### src/rtl/key_scan_if.sv
// Key panel signal bundle: raw key levels in, debounced levels, event pulses
// and grant status out. The arbiter connects through the slave modport and
// the panel/user side through the master modport.
interface key_scan_if #(
    parameter int N_KEYS = 4
);
    localparam int IW = $clog2(N_KEYS);

    logic [N_KEYS-1:0] key_raw;
    logic [N_KEYS-1:0] key_state;
    logic [N_KEYS-1:0] press_pulse;
    logic [N_KEYS-1:0] release_pulse;
    logic              busy;
    logic [IW-1:0]     active_idx;

    modport slave (
        input  key_raw,
        output key_state,
        output press_pulse,
        output release_pulse,
        output busy,
        output active_idx
    );

    modport master (
        output key_raw,
        input  key_state,
        input  press_pulse,
        input  release_pulse,
        input  busy,
        input  active_idx
    );
endinterface

### src/rtl/key_scan_arbiter.sv
// Shared-counter key debouncer. Raw keys are synchronized, then a single
// debounce counter is granted round-robin to one mismatching key at a time;
// the key's level commits after DEBOUNCE_MS stable cycles.
// Optional feature macro: KEY_RELEASE_EVT_EN builds the release event pulses;
// without it release_pulse is tied low (key_state still follows releases).
//
// state    | meaning
// ---------+-----------------------------------------------------------
// S_IDLE   | counter free, searching mismatches from rr_ptr upward
// S_COUNT  | counter granted to active_idx, checking its stable window
// S_COMMIT | window complete, update key_state and emit the event pulse
module key_scan_arbiter #(
    parameter  int N_KEYS      = 4,
    parameter  int DEBOUNCE_MS = 12,
    localparam int IW          = $clog2(N_KEYS)
) (
    input  logic       clk_1KHz,
    input  logic       rst_n,
    key_scan_if.slave  ks
);

    typedef enum logic [1:0] {
        S_IDLE   = 2'd0,
        S_COUNT  = 2'd1,
        S_COMMIT = 2'd2
    } state_t;

    localparam logic [4:0] CNT_LAST = 5'(DEBOUNCE_MS - 1);

    state_t            r_state;
    logic [N_KEYS-1:0] r_sync1;
    logic [N_KEYS-1:0] r_sync2;
    logic [N_KEYS-1:0] r_key_state;
    logic [N_KEYS-1:0] r_press;
    logic [IW-1:0]     r_rr_ptr;
    logic [IW-1:0]     r_active_idx;
    logic [4:0]        r_cnt;
    logic              r_busy;

    logic [N_KEYS-1:0] w_mis;
    logic              w_found;
    logic [IW-1:0]     w_cand;
    logic [IW-1:0]     w_grant_idx;
    logic [IW-1:0]     w_next_ptr;
    logic              w_sync_act;
    logic              w_state_act;

    // Index arithmetic modulo N_KEYS, valid for non-power-of-two key counts.
    function automatic logic [IW-1:0] wrap_add(input logic [IW-1:0] base, input int k);
        int s;
        s = int'(base) + k;
        if (s >= N_KEYS) s = s - N_KEYS;
        return IW'(s);
    endfunction

    assign w_mis       = r_sync2 ^ r_key_state;
    assign w_next_ptr  = wrap_add(r_active_idx, 1);
    assign w_sync_act  = r_sync2[r_active_idx];
    assign w_state_act = r_key_state[r_active_idx];

    // Round-robin search: first mismatching key at or above rr_ptr, wrapping.
    always_comb begin
        w_found     = 1'b0;
        w_grant_idx = '0;
        w_cand      = '0;
        for (int k = 0; k < N_KEYS; k++) begin
            w_cand = wrap_add(r_rr_ptr, k);
            if (!w_found && w_mis[w_cand]) begin
                w_found     = 1'b1;
                w_grant_idx = w_cand;
            end
        end
    end

    // Two-flop synchronizer per key.
    always_ff @(posedge clk_1KHz or negedge rst_n) begin
        if (!rst_n) begin
            r_sync1 <= '0;
            r_sync2 <= '0;
        end else begin
            r_sync1 <= ks.key_raw;
            r_sync2 <= r_sync1;
        end
    end

`ifdef KEY_RELEASE_EVT_EN
    logic [N_KEYS-1:0] r_release;
`endif

    // Grant / count / commit sequencer with registered outputs.
    always_ff @(posedge clk_1KHz or negedge rst_n) begin
        if (!rst_n) begin
            r_state      <= S_IDLE;
            r_key_state  <= '0;
            r_press      <= '0;
            r_rr_ptr     <= '0;
            r_active_idx <= '0;
            r_cnt        <= '0;
            r_busy       <= 1'b0;
`ifdef KEY_RELEASE_EVT_EN
            r_release    <= '0;
`endif
        end else begin
            r_press <= '0;
`ifdef KEY_RELEASE_EVT_EN
            r_release <= '0;
`endif
            case (r_state)
                S_IDLE: begin
                    if (w_found) begin
                        r_active_idx <= w_grant_idx;
                        r_cnt        <= '0;
                        r_busy       <= 1'b1;
                        r_state      <= S_COUNT;
                    end
                end
                S_COUNT: begin
                    if (!w_mis[r_active_idx]) begin
                        r_rr_ptr <= w_next_ptr;
                        r_busy   <= 1'b0;
                        r_state  <= S_IDLE;
                    end else if (r_cnt == CNT_LAST) begin
                        r_state <= S_COMMIT;
                    end else begin
                        r_cnt <= r_cnt + 5'd1;
                    end
                end
                S_COMMIT: begin
                    // A bounce landing exactly on this edge commits the old
                    // level again, so a pulse is only raised on a real change.
                    r_key_state[r_active_idx] <= w_sync_act;
                    if (w_sync_act && !w_state_act) begin
                        r_press[r_active_idx] <= 1'b1;
                    end
`ifdef KEY_RELEASE_EVT_EN
                    if (!w_sync_act && w_state_act) begin
                        r_release[r_active_idx] <= 1'b1;
                    end
`endif
                    r_rr_ptr <= w_next_ptr;
                    r_busy   <= 1'b0;
                    r_state  <= S_IDLE;
                end
                default: begin
                    r_busy  <= 1'b0;
                    r_state <= S_IDLE;
                end
            endcase
        end
    end

    assign ks.key_state   = r_key_state;
    assign ks.press_pulse = r_press;
    assign ks.busy        = r_busy;
    assign ks.active_idx  = r_active_idx;
`ifdef KEY_RELEASE_EVT_EN
    assign ks.release_pulse = r_release;
`else
    assign ks.release_pulse = '0;
`endif

endmodule

### src/flat_wrapper.sv
// flat-port wrapper written by rule: the top's interface ports become plain ports
module key_scan_arbiter_flat 
#(
    parameter  int N_KEYS      = 4,
    parameter  int DEBOUNCE_MS = 12,
    localparam int IW          = $clog2(N_KEYS)
)
  (clk_1KHz, rst_n, ks_key_raw, ks_key_state, ks_press_pulse, ks_release_pulse, ks_busy, ks_active_idx);
  key_scan_if #(.N_KEYS(N_KEYS)) ks_i ();
  input  logic clk_1KHz;
  input  logic rst_n;
  input wire logic [$bits(ks_i.key_raw)-1:0] ks_key_raw;
  output wire logic [$bits(ks_i.key_state)-1:0] ks_key_state;
  output wire logic [$bits(ks_i.press_pulse)-1:0] ks_press_pulse;
  output wire logic [$bits(ks_i.release_pulse)-1:0] ks_release_pulse;
  output wire logic [$bits(ks_i.busy)-1:0] ks_busy;
  output wire logic [$bits(ks_i.active_idx)-1:0] ks_active_idx;
  assign ks_i.key_raw = ks_key_raw;
  assign ks_key_state = ks_i.key_state;
  assign ks_press_pulse = ks_i.press_pulse;
  assign ks_release_pulse = ks_i.release_pulse;
  assign ks_busy = ks_i.busy;
  assign ks_active_idx = ks_i.active_idx;
  key_scan_arbiter #(.N_KEYS(N_KEYS), .DEBOUNCE_MS(DEBOUNCE_MS)) u_core (.clk_1KHz(clk_1KHz), .rst_n(rst_n), .ks(ks_i));
endmodule
### config.mk
export PLATFORM = sky130hd
export DESIGN_NAME = key_scan_arbiter_flat
export DESIGN_NICKNAME = d
export VERILOG_FILES = /design/src/rtl/key_scan_if.sv /design/src/rtl/key_scan_arbiter.sv /design/src/flat_wrapper.sv
export SDC_FILE = /design/constraint.sdc
export NUM_CORES = 1
export LEC_CHECK = 0
export BUFFER_PORTS_ARGS = -buffer_cell sky130_fd_sc_hd__buf_4
export CORE_ASPECT_RATIO = 1.1
export CORE_MARGIN = 10
export CORE_UTILIZATION = 40
export DETAILED_ROUTE_END_ITERATION = 12
export PLACE_DENSITY = 0.67
export RECOVER_POWER = 25
export SYNTH_ARGS = -nofsm -noshare
export SYNTH_HDL_FRONTEND = slang
export SYNTH_SLANG_ARGS = --single-unit
### constraint.sdc
create_clock -name clk_1KHz -period 2.7 [get_ports clk_1KHz]
set_input_delay 0.27 -clock clk_1KHz [delete_from_list [all_inputs] [get_ports clk_1KHz]]
set_output_delay 0.27 -clock clk_1KHz [all_outputs]
set_load 0.02 [all_outputs]
==> impl_results.md, run 1 <==
* GR Overflow Total at 0
* Die footprint at 6644 um2
* Final instance area at 1734 um2
* Commonest cells in the netlist: dfrtp_1, nand2_1, ha_1, inv_1
* Relative slew slack at 0.02212
* Power Internal at 0.8447 mW
* Initial antenna violation count at 0
* CTS tree: done
* Clk root buf: clkbuf_8
* Req. time, crit path at 2890 ps
* Proportion of netlist area held by the largest area contributor at 0.4632
* CP arrival at 2290 ps
* Diode count at 0
* Die width at 78.64 um
* Initial DRC count at 115
* Switching Power at 0.5502 mW
* Async SR Flop Fraction at 1.000
* Detailed-route DRC error count at 0
* Core Rows at 23
* Skew final at 3.824 ps
* Initial Util at 0.4139
* Wire length per cell at 15.01 um
* VDD IR max at 0.0004556 V
* Yosys cell types at 34
* Clk sink count at 28
* Register area share after synthesis at 0.4632
* Final Setup Violations at 0
* Worst-margin pin slew at 1467 ps
* Later-pin clock latency in the skew report at 270 ps
* Syn Area/Cell at 11.29 um2
* Tcrit/Tclk final at 0.7769
* YS warnings at 0
* Synth area leader: dfrtp_1
* Worst-path clk slew at 90 ps
* Total chip power at 1.395 mW
* Number of I/O port buffers at 16
* Largest net degree at the start of global routing at 29
* Antenna-violating nets left at 0
* DR vias at 1077
* Layout cells sized above 1 at 0.2013
* Sw Ratio at 0.3945
* Peak Freq at 476.7 MHz
* H-tree depth at 1
* Setup slack, reg-to-reg at 600 ps
* Comb pwr share at 0.419
* Final core utilization at 0.4745
* Most used DFF post-synth: dfrtp_1
* Total global-route track usage at 0.09553
* Seq pwr share at 0.424
* Clk buf depth at 2
* Die Ht at 84.50 um
* Power per Cell Area at 804.4 nW/um2
* Postcts setup bufs at 0
* Layout fillers at 355
* Synth-to-Final Area Change at 14.64%
* Final-stage net count at 170
* Synth Register Bits at 28
* Tmin final at 2098 ps
* Via-to-Cell Ratio at 5.279
* GPL Wtd Cong at 0.9256
* Cell with the most instances after synthesis: dfrtp_1
* Detailed placement HPWL at 2350 um
* Final slew viol count at 0
* Cts-stage hold buffer count at 1
* Total wire length at 3063 um
* Worst hold margin at 120.8 ps
* Core area at 3655 um2
* Max-cap violations at 0
* Post-DP Area at 1687 um2
* Vias in the first global route at 1104
* Area contributors post-synth: dfrtp_1, ha_1, mux2_2
* Setup TNS at 0 ps
* Post-synth EDFFs at 0
* DRT Pass-1 Iters at 4
* Final hold vios at 0
* Global-route wire length before repair at 5278 um
* Outcome: complete, no violations
* Worst hold path class: in2reg
* Synthesized area at 1513 um2
* Leak pwr at 0.7926 nW
* Mapped Cells at 134
* Startpoint types: flop
* I/O pins at 21
* CP endpoint kind: flop
* Cts repair resizes at 0
* Total CTS buffers at 3
* RSZ-0062 raised after global routing: no
* Worst Setup Path Type: reg2reg
* Worst Path Max Fanout at 7
* Clock share of power at 0.157
critical path, cell delays in order (launching register included):
cell	delay (ps)
dfrtp_1	490
inv_1	210
mux4_2	600
nor3_4	270
mux2_2	360
o21ai_1	80
power groups by stage:
stage          registers, mW  logic, mW  clock network [mW]
2_1_floorplan          0.598      0.412                   0
3_3_place_gp           0.591      0.572                   0
3_5_place_dp           0.600      0.581                   0
4_1_cts                0.593      0.588               0.226
5_1_grt                0.607      0.649               0.249
6_report               0.591      0.585               0.218
final timing paths:
path / cells past startpoint / endpoint / from
worst max register to register: 5 / u_core.r_state[0] / u_core.ks.active_idx[0]
max in group asynchronous: 2 / u_core.r_sync2[2] / rst_n
worst min-delay path: 1 / u_core.r_sync1[2] / ks_key_raw[2]
min in group asynchronous: 2 / u_core.ks.busy / rst_n
worst min register to register: 0 / u_core.r_sync2[0] / u_core.r_sync1[0]
worst max-delay path: 5 / u_core.r_state[0] / u_core.ks.active_idx[0]
flip-flops by register name, indices dropped and copies added, names as in the netlist:
signal	cells
u_core.r_rr_ptr	2
u_core.ks.press_pulse	4
u_core.r_cnt	5
u_core.ks.active_idx	2
u_core.r_sync2	4
u_core.r_state	2
u_core.r_sync1	4
u_core.ks.key_state	4
u_core.ks.busy	1
layout make-up:
type                       count  area (um2)  area share
clock buffer                   3       41.29     0.02381
inverter                       8       30.03     0.01732
multi-input combinational     96       758.2      0.4372
sequential                    28       700.7      0.4040
tap                           50       62.56     0.03608
timing repair buffer          19       141.4     0.08153
routing by layer:
metal / wire length, um / track usage
met4: 31 / 0.02447
met2: 1536 / 0.1639
met1: 1341 / 0.1126
met3: 154 / 0.02878
met5: 0 / 0
kinds of logic (layout without fill, tap and decap cells):
group / after synthesis / in the layout / share of synthesized area
mux: 12 / 12 / 0.1315
xor+xnor: 11 / 11 / 0.06369
flops: 28 / 28 / 0.4632
buf+inv: 13 / 30 / 0.04301
simple gates: 32 / 32 / 0.1026
other cells: 1 / 4 / 0.002479
compound gates: 29 / 29 / 0.1274
fa+ha+maj: 8 / 8 / 0.06617
layout by cell type, fill, tap and decap left out, drive strengths merged, types with 4 or more instances in the layout:
cell type and n:
dfrtp 28, nand2 15, buf 13, inv 8, ha 8, o21ai 8, clkbuf 8, nor2 7
mux2 7, a21oi 6, xor2 6, xnor2 5, mux4 5, conb 4
metrics by stage:
| stage | cells | setup WS (ps) |
|---|---|---|
| after global routing | 204 | 447.6 |
| final | 204 | 602.3 |
| after detailed placement | 200 | 636.5 |
| after CTS | 204 | 612.0 |
| after global placement | 200 | 720.1 |
| after floorplan | 137 | 696.7 |
Power figures use the tool's default switching activity.
==> run 2: changes to the inputs <==
PLACE_DENSITY = 0.69   (was 0.67)
clock period = 1.9 ns   (was 2.7 ns; I/O delays follow)
==> run 2 against run 1 <==
  * Total power increased by 56%
  * First-iteration DRC count decreased by 50%
  * Clock-buffer cell count increased by 1
  * Critical path depth increased by 1
  * Die area unchanged
  * Sequential cell count unchanged
  * Sequential share of layout area decreased by 3.1 points
  * Largest cell class unchanged
==> impl_results.md, run 2 (same netlist as run 1, synthesis figures left out) <==
* DR vias at 1137
* FF/Latch Area at 709.4 um2
* Startpoint types: flop
* Leak pwr at 0.8740 nW
* GPL Wtd Cong at 0.8014
* Synth-to-Final Area Change at 25.81%
* Wire length per cell at 15.21 um
* Detailed-route DRC error count at 0
* Seq pwr share at 0.362
* Die Ht at 84.50 um
* RSZ-0062 raised after global routing: yes
* Layout cells sized above 1 at 0.3550
* Total global-route track usage at 0.1039
* Initial antenna violation count at 0
* Clk root buf: clkbuf_8
* Worst-margin pin slew at 688.6 ps
* Switching Power at 0.8293 mW
* Initial DRC count at 58
* DRT Pass-1 Iters at 4
* Core area at 3655 um2
* Critical path's largest stage delay at 530 ps
* I/O pins at 21
* H-tree depth at 1
* Worst-path clk slew at 90 ps
* Multi-input gate area in the final layout at 794.5 um2
* Final slew viol count at 0
* Worst Setup Path Type: reg2reg
* Post-DP Area at 1797 um2
* Outcome: complete, no violations
* Global-route wire length before repair at 5782 um
* Tcrit/Tclk final at 0.9719
* Largest register FFs at 5
* Worst Path Max Fanout at 3
* Later-pin clock latency in the skew report at 270 ps
* Vias in the first global route at 1242
* Commonest non-fill, non-tap cell in the layout: buf_4
* Most frequent cells in the layout: buf_4, dfrtp_1, nand2_1
* Crit path max-delay cell type: mux4_2
* CTS tree: done
* Diode count at 0
* Clk sink count at 28
* Final Setup Violations at 0
* Power Internal at 1.350 mW
* Total wire length at 3331 um
* Max-cap violations at 0
* Setup TNS at 0 ps
* Reg with most FFs: u_core.r_cnt
* Clock share of power at 0.167
* Relative slew slack at 0.5410
* Antenna-violating nets left at 0
* Layout fillers at 358
* Core Rows at 23
* Peak Freq at 541.5 MHz
* Via-to-Cell Ratio at 5.192
* Clk buf depth at 2
* GR Overflow Total at 0
* CP endpoint kind: flop
* VDD IR max at 0.0005530 V
* Number of I/O port buffers at 16
* Largest net degree at the start of global routing at 29
* Power per Cell Area at 1145 nW/um2
* CP arrival at 1980 ps
* WHS Path Cells at 1
* Die width at 78.64 um
* Comb pwr share at 0.471
* Tmin final at 1847 ps
* Detailed placement HPWL at 2558 um
* Skew final at 0.8424 ps
* Total CTS buffers at 3
* Worst hold path class: in2reg
* Final instance area at 1903 um2
* Register-to-Register Path Depth at 6
* Final hold vios at 0
* Req. time, crit path at 2030 ps
* Total chip power at 2.180 mW
* Initial Util at 0.4139
* CP Cell Sequence: buf_6, xor2_2, mux4_2, nand4_1, xor2_1, o221ai_1
* Die footprint at 6644 um2
* Final-stage net count at 184
* Sw Ratio at 0.3805
run 2: cell types whose count changed in the layout (fill, tap and decap cells not counted), moves of 2 or more:
| cell | change |
|---|---|
| dfrtp_2 | +7 |
| buf_4 | +13 |
| xnor2_1 | -2 |
| dfrtp_1 | -7 |
run 2: final timing paths:
| check | to | start | slack [ps] |
|---|---|---|---|
| max in group asynchronous | u_core.ks.key_state[3] | rst_n | 930 |
| min in group asynchronous | u_core.r_cnt[0] | rst_n | 490 |
| max | u_core.r_cnt[3] | u_core.ks.key_state[2] | 50 |
| max reg2reg | u_core.r_cnt[3] | u_core.ks.key_state[2] | 50 |
| min reg2reg | u_core.r_sync2[1] | u_core.r_sync1[1] | 350 |
| min | u_core.r_sync1[2] | ks_key_raw[2] | 40 |
run 2: final cells by class:
type,count,area share
Sequential cell,28,0.3728
Tap cell,50,0.03287
Multi-Input combinational cell,96,0.4175
Inverter,8,0.01578
Timing Repair Buffer,33,0.1321
Clock buffer,4,0.02893
run 2: layer usage:
metal	vias up	global-route usage	wire length (um)
met5	-	0	0
met2	22	0.1841	1715
met4	0	0.04568	63
met1	564	0.1131	1420
li1	545	-	-
met3	6	0.02665	133
run 2: per-stage QoR:
stage / hold WS, ps / setup slack [ps] / std cells / util
after floorplan: -105.6 / -19.29 / 137 / -
after global placement: 120.4 / 62.05 / 211 / 0.4916
after detailed placement: 127.6 / -20.78 / 211 / 0.4916
after CTS: 13.94 / 18.05 / 219 / 0.5159
after global routing: 26.00 / -23.01 / 219 / 0.5207
final: 41.42 / 53.41 / 219 / 0.5207
run 2: power groups by stage:
stage	combinational [mW]	sequential (mW)	clock [mW]
2_1_floorplan	0.600	0.854	0
3_3_place_gp	0.971	0.795	0
3_5_place_dp	0.995	0.798	0
4_1_cts	1.02	0.788	0.377
5_1_grt	1.13	0.806	0.410
6_report	1.03	0.790	0.363
run 2: what timing repair did:
action,CTS,global route
setup endpoints to repair,1,8
hold endpoints to repair,28,0
setup buffers,3,0
hold buffers,1,0
pin swaps,0,4
gates resized for setup,2,7
run 2: critical path: cells and delay by family, from the launching register on:
| kind | cells | cell delay, ps |
|---|---|---|
| multiplexers | 1 | 530 |
| flip-flops | 1 | 460 |
| XOR/XNOR | 2 | 290 |
| AO/OA/AOI/OAI | 1 | 160 |
| buffers and inverters | 1 | 140 |
| AND/OR/NAND/NOR | 1 | 130 |
